## config.mk

```make
export PLATFORM = sky130hd
export DESIGN_NAME = pc_sequencer
export DESIGN_NICKNAME = d
export VERILOG_FILES = /design/src/rtl/pc_sequencer.sv
export SDC_FILE = /design/constraint.sdc
export NUM_CORES = 1
export LEC_CHECK = 0
export CAP_MARGIN = 20
export CORE_AREA = 2 2 128 130
export DETAILED_ROUTE_END_ITERATION = 6
export DIE_AREA = 0 0 130 132
export GPL_TIMING_DRIVEN = 1
export PLACE_DENSITY = 0.66
export SLEW_MARGIN = 20
export SYNTH_ARGS = -nofsm -noshare
export SYNTH_HDL_FRONTEND = slang
export SYNTH_SLANG_ARGS = --single-unit
```

## constraint.sdc

```tcl
create_clock -name clk -period 2.4 [get_ports clk]
set_clock_uncertainty 0.1 [all_clocks]
set_input_delay 0.48 -clock clk [delete_from_list [all_inputs] [get_ports clk]]
set_output_delay 0.48 -clock clk [all_outputs]
set_load 0.1 [all_outputs]
```

## src/rtl/pc_sequencer.sv

```systemverilog
// pc_sequencer: program-counter stage feeding the external adder with
// {pc, INSTR_BYTES} and registering add_sum as the next sequential PC on an
// accepted fetch. Branch redirects and halt requests arrive from downstream.
// Optional build macro: PC_ALIGN_CHECK_EN (rejects redirect targets that are
// not a multiple of INSTR_BYTES and raises a sticky misalign_err).
module pc_sequencer #(
    parameter int unsigned      WIDTH       = 63,
    parameter logic [WIDTH:0]   RESET_PC    = '0,
    parameter int unsigned      INSTR_BYTES = 4
) (
    input  logic             clk,
    input  logic             rst_n,
    output logic [WIDTH:0]   add_a,
    output logic [WIDTH:0]   add_b,
    input  logic [WIDTH:0]   add_sum,
    output logic             fetch_valid,
    input  logic             fetch_ready,
    output logic [WIDTH:0]   fetch_pc,
    input  logic             redirect_valid,
    input  logic [WIDTH:0]   redirect_target,
    input  logic             halt_req,
    output logic             halted,
    output logic             misalign_err
);

    localparam logic [1:0] BOOT   = 2'd0;
    localparam logic [1:0] RUN    = 2'd1;
    localparam logic [1:0] HALTED = 2'd2;

    localparam logic [WIDTH:0] INC = (WIDTH+1)'(INSTR_BYTES);

    logic [1:0]     state;
    logic [1:0]     state_nxt;
    logic           boot_armed;
    logic [WIDTH:0] pc;
    logic [WIDTH:0] pc_nxt;
    logic           accept;
    logic           redirect_take;

    assign add_a       = pc;
    assign add_b       = INC;
    assign fetch_pc    = pc;
    assign fetch_valid = (state == RUN);
    assign halted      = (state == HALTED);
    assign accept      = fetch_valid & fetch_ready;

`ifdef PC_ALIGN_CHECK_EN
    localparam logic [WIDTH:0] ALIGN_MASK = INC - (WIDTH+1)'(1);

    logic misaligned;
    logic err_q;

    assign misaligned    = (redirect_target & ALIGN_MASK) != '0;
    assign redirect_take = redirect_valid & ~misaligned;
    assign misalign_err  = err_q;

    // Sticky alignment error: set by any rejected redirect, cleared only by reset
    always_ff @(posedge clk or negedge rst_n) begin
        if (!rst_n) begin
            err_q <= 1'b0;
        end else if (redirect_valid && misaligned) begin
            err_q <= 1'b1;
        end
    end
`else
    assign redirect_take = redirect_valid;
    assign misalign_err  = 1'b0;
`endif

    // Next-PC selection: redirect beats accept beats hold, in every state
    always_comb begin
        pc_nxt = pc;
        if (redirect_take) begin
            pc_nxt = redirect_target;
        end else if (accept) begin
            pc_nxt = add_sum;
        end
    end

    // Sequencer state transitions; BOOT spends one full cycle after its first edge
    always_comb begin
        state_nxt = state;
        case (state)
            BOOT: begin
                if (boot_armed) begin
                    state_nxt = halt_req ? HALTED : RUN;
                end
            end
            RUN: begin
                if (halt_req) begin
                    state_nxt = HALTED;
                end
            end
            HALTED: begin
                if (!halt_req) begin
                    state_nxt = RUN;
                end
            end
            default: state_nxt = BOOT;
        endcase
    end

    // PC, state and boot-delay registers
    always_ff @(posedge clk or negedge rst_n) begin
        if (!rst_n) begin
            pc         <= RESET_PC;
            state      <= BOOT;
            boot_armed <= 1'b0;
        end else begin
            pc         <= pc_nxt;
            state      <= state_nxt;
            boot_armed <= (state == BOOT);
        end
    end

endmodule

```

Word level (Yosys, flattened, before mapping)
Index checks and enable logic that the tools add are counted.
{"block": "totals", "output_inout_bits": 195, "inputBits": 133, "register_bits": 67}
{"block": "op_classes", "n_reduce_logical": 3, "mux": 7, "eq_ne": 5, "bitwise_logic": 1}
{"op": "64-bit two-way mux", "count": 2}
{"op": "2-bit two-way mux", "count": 4}
{"op": "2-bit case mux with 3 select lines", "count": 1}
{"op": "2-bit != test, second input constant", "count": 2}
{"op": "3-bit AND reduction", "count": 1}
{"op": "2-bit by 1-bit == test with 1-bit output, second input constant", "count": 1}
{"op": "2-bit == test, second input constant", "count": 1}
{"op": "2-bit logical NOT", "count": 1}
{"op": "2-bit by 1-bit != test with 1-bit output, second input constant", "count": 1}
{"op": "2-bit nonzero test", "count": 1}
{"op": "1-bit AND", "count": 1}

Longest topological paths before layout
{"block": "logic_depth", "depth_word": 4, "ltp_mapped": 4, "mapped_depth_nobuf": 3}

Worst setup path before layout
Ideal clock, no wire load.
{"block": "synth_timing", "kind": "reg2out", "startpoint": "register state[1]", "endpoint": "output halted", "t_arrival_ns": 1.773, "slack_ns": 0.047, "stages_incl_launch_ff": 2, "path_cell_list": "dfrtp_1 nor2b_1"}
{"block": "synth_between", "elab_chain_len": 1}
{"element": "start: declaration", "line_no": "32", "text": "logic [1:0] state;"}
{"element": "start signal: assignment", "line_no": "111", "text": "state <= state_nxt;"}
{"element": "2-bit == test", "line_no": "44", "text": "assign halted = (state == HALTED);"}
{"element": "end: declaration", "line_no": "22", "text": "output logic halted,"}
Every way passes these cells.

Final worst setup path
{"block": "layout_timing", "startpoint": "register state[0]", "endpoint": "output fetch_valid"}
{"block": "layout_between", "elab_chain_len": 1}
{"element": "2-bit by 1-bit == test with 1-bit output", "line_no": "43", "text": "assign fetch_valid = (state == RUN);"}
{"element": "end: declaration", "line_no": "16", "text": "output logic fetch_valid,"}
Every way passes these cells.

==> metrics <==
status=finished, final reports clean; gr busiest metal=met2; design area=6360 um2; Peak VDD IR=676 uV; Clock transition at path regs=60 ps; core box area=15,700 um2; DIE WIDTH=130 um; sequential area share after synthesis=0.394; critical path capture point=fetch_valid; main combinational cell family by area after synthesis=multiplexers; RePlAce Congestion=roughly 0.72; CTS Sinks=67; Compound-Gate Fraction of Synth Area=0.00735; CP Launch Point=state[0]$_DFFE_PN0P_; Reg2Reg Capture Point=add_a[30]$_DFFE_PN0P_; unrepaired setup endpoints after global routing=no; average wire per standard cell=14.1 um; ANT nets after route=0; Initial Util=0.271; post-synthesis adder-cell area fraction=0; FF-to-FF path depth=4; CTS buffer count=9; fmax=between 500 and 600 MHz; io pins=about 330; total die area=17,200 um2; logic gate share of total power=0.606; clock tree buffer depth=2; Non-Filler Instances=roughly 770; vias in the first global route=3,054; Netlist Area Pre-Place=4260 um2; worst hold margin=~150 ps; CTS tree=done; simple-gate share of the synthesized area=0.00559; Worst Path Arrival=approximately 1300 ps; GR Util met3=0.0373; Yosys warning count=0; CP max stage delay=about 430 ps; Crit path depth=2; Clock power frac=0.185; Post-CTS Setup Repair Bufs=0; final setup margin=516 ps; hpwl dp=between 8000 and 9000 um; final period utilization=0.785; mux cell area share after synthesis=0.339; worst-path fanout max=6; minimum clock period=around 1900 ps; CP required=around 1800 ps; grt met1 use=0.134; die height=132 um; Pwr Total=7.12 mW; kind of critical path=flop to output pin; antenna violations before repair=0; setup TNS after final layout=0 ps; Hold-fix buffers, CTS=0; post-synthesis to final-layout area growth=49.5%; pwr dens=1120 nW/um2; worst hold path type=primary input to asynchronous set/reset pin; count of buffers from port buffering=262; #FFs+latches synth=67; CP Capture Type=output pin; startpoint type of the worst setup path=flop; Post-Place Cells=750; DR vias/cell=3.94; Post-Place Cell Area=around 6000 um2; Synth top area share=0.394; max-slew violation count=0; DP Worst Slack=347 ps; R2R Setup Slk=610 ps; CTS root buffer=clkbuf_16; final hold violation count=0; routed vias=3,015; Worst path slowest cell=dfrtp_1; Leakage=2.84 nW; Std-Cell Rows=46; synth top area cells=dfrtp_1 39%, mux2_2 33%, buf_4 23%, buf_6 1.6%, mux2_1 1.3%; r2r startpoint=state[0]$_DFFE_PN0P_; pin count of the biggest net entering global routing=68; Pre-antenna DRT Iters=4; Bufs and invs on worst path=1; first-pass GRT wire length=16,200 um; worst path cell trace=nor2b_2 -> buf_12; CTS H-tree depth=3; Initial DRC Count=34; Avg Cell Area, Syn=roughly 12 um2; post-synth cell types=14; Setup Viol. Count Final=0; GR Util met2=0.221; sequential fraction of design power=0.209; Post-route DRC=0; post-synthesis cell count=between 300 and 400; Worst Tran Pin Value=827 ps; cell family with most CP delay=flip-flops; final core occ=0.405; GRT Overall Usage=0.124; clk_lat worst skew=330 ps; Max-cap violations=0; Pint=3.04 mW; share of cells above drive strength 1=0.504; area leader, netlist=dfrtp_1; WL final=10,800 um; Synth Area in XOR/XNOR=0; Antenna diodes=0; cts repair resizes=0; Nets=a little under 700; switching part of the total=0.573; total grt overflow=0; slew margin rel.=0.448; Psw=4.08 mW
-- metal layers --
layer  up-vias  wire [um]  share of wire
li1       1377          -              -
met1      1422       3960           0.37
met2       202       5640           0.52
met3        14        963          0.089
met4         0        213          0.020
met5         -          0              0
-- logic make-up after synthesis --
group | count (synthesis)
other | 2
AND/OR/NAND/NOR | 4
AO/OA/AOI/OAI | 3
multiplexers | 128
buffers and inverters | 143
flip-flops | 67
-- cells in the final DEF, fill, tap and decap left out --
cell	count
a211oi_1	2
nor2b_2	1
nor2b_1	1
conb_1	65
inv_6	1
buf_12	4
clkinvlp_4	2
clkbuf_8	1
mux2_1	5
bufinv_16	1
inv_1	1
nor2_1	1
clkbuf_16	9
dfrtp_1	67
clkdlybuf4s50_1	130
a21oi_4	1
buf_2	1
buf_4	131
clkinv_2	2
mux2_2	123
nor3_1	1
-- power by group through the flow --
stage               Clock [mW]  Combinational (mW)  Sequential, mW
floorplan                    0                2.49            2.73
global placement             0                4.33            1.49
detailed placement           0                4.34            1.50
CTS                       1.38                4.34            1.49
global route              1.42                4.42            1.51
finish                    1.32                4.32            1.48
-- worst min-delay path by stage --
stage | startpoint | to | slack (ps) | depth (start not counted)
floorplan | rst_n | add_a[0]$_DFFE_PN0P_ | 80 | 0
global placement | state[0]$_DFFE_PN0P_ | boot_armed$_DFF_PN0_ | 390 | 1
CTS | rst_n | add_a[49]$_DFFE_PN0P_ | 170 | 1
finish | rst_n | add_a[49]$_DFFE_PN0P_ | 150 | 1
global route | rst_n | add_a[49]$_DFFE_PN0P_ | 210 | 1
detailed placement | state[0]$_DFFE_PN0P_ | boot_armed$_DFF_PN0_ | 420 | 1
-- registers in the layout (all words and copies together) (netlist names) --
register,count
add_a,64
boot_armed,1
state,2
-- cells in the mapped netlist, drive strengths merged --
master  number
a21oi        1
conb         2
dfrtp       67
inv          1
nor3         1
nor2b        2
a211oi       2
mux2       128
nor2         1
buf        142
-- area by class of cell --
type | count | area [um2]
inverters | 1 | 3.75
fillers | 1514 | 9350
clock buffers | 10 | 239
clock inverters | 6 | 63.8
well taps | 216 | 270
multi-input cells | 200 | 1740
repair buffers | 266 | 2370
flip-flops and latches | 67 | 1680
(Power assumes the default switching activity.)
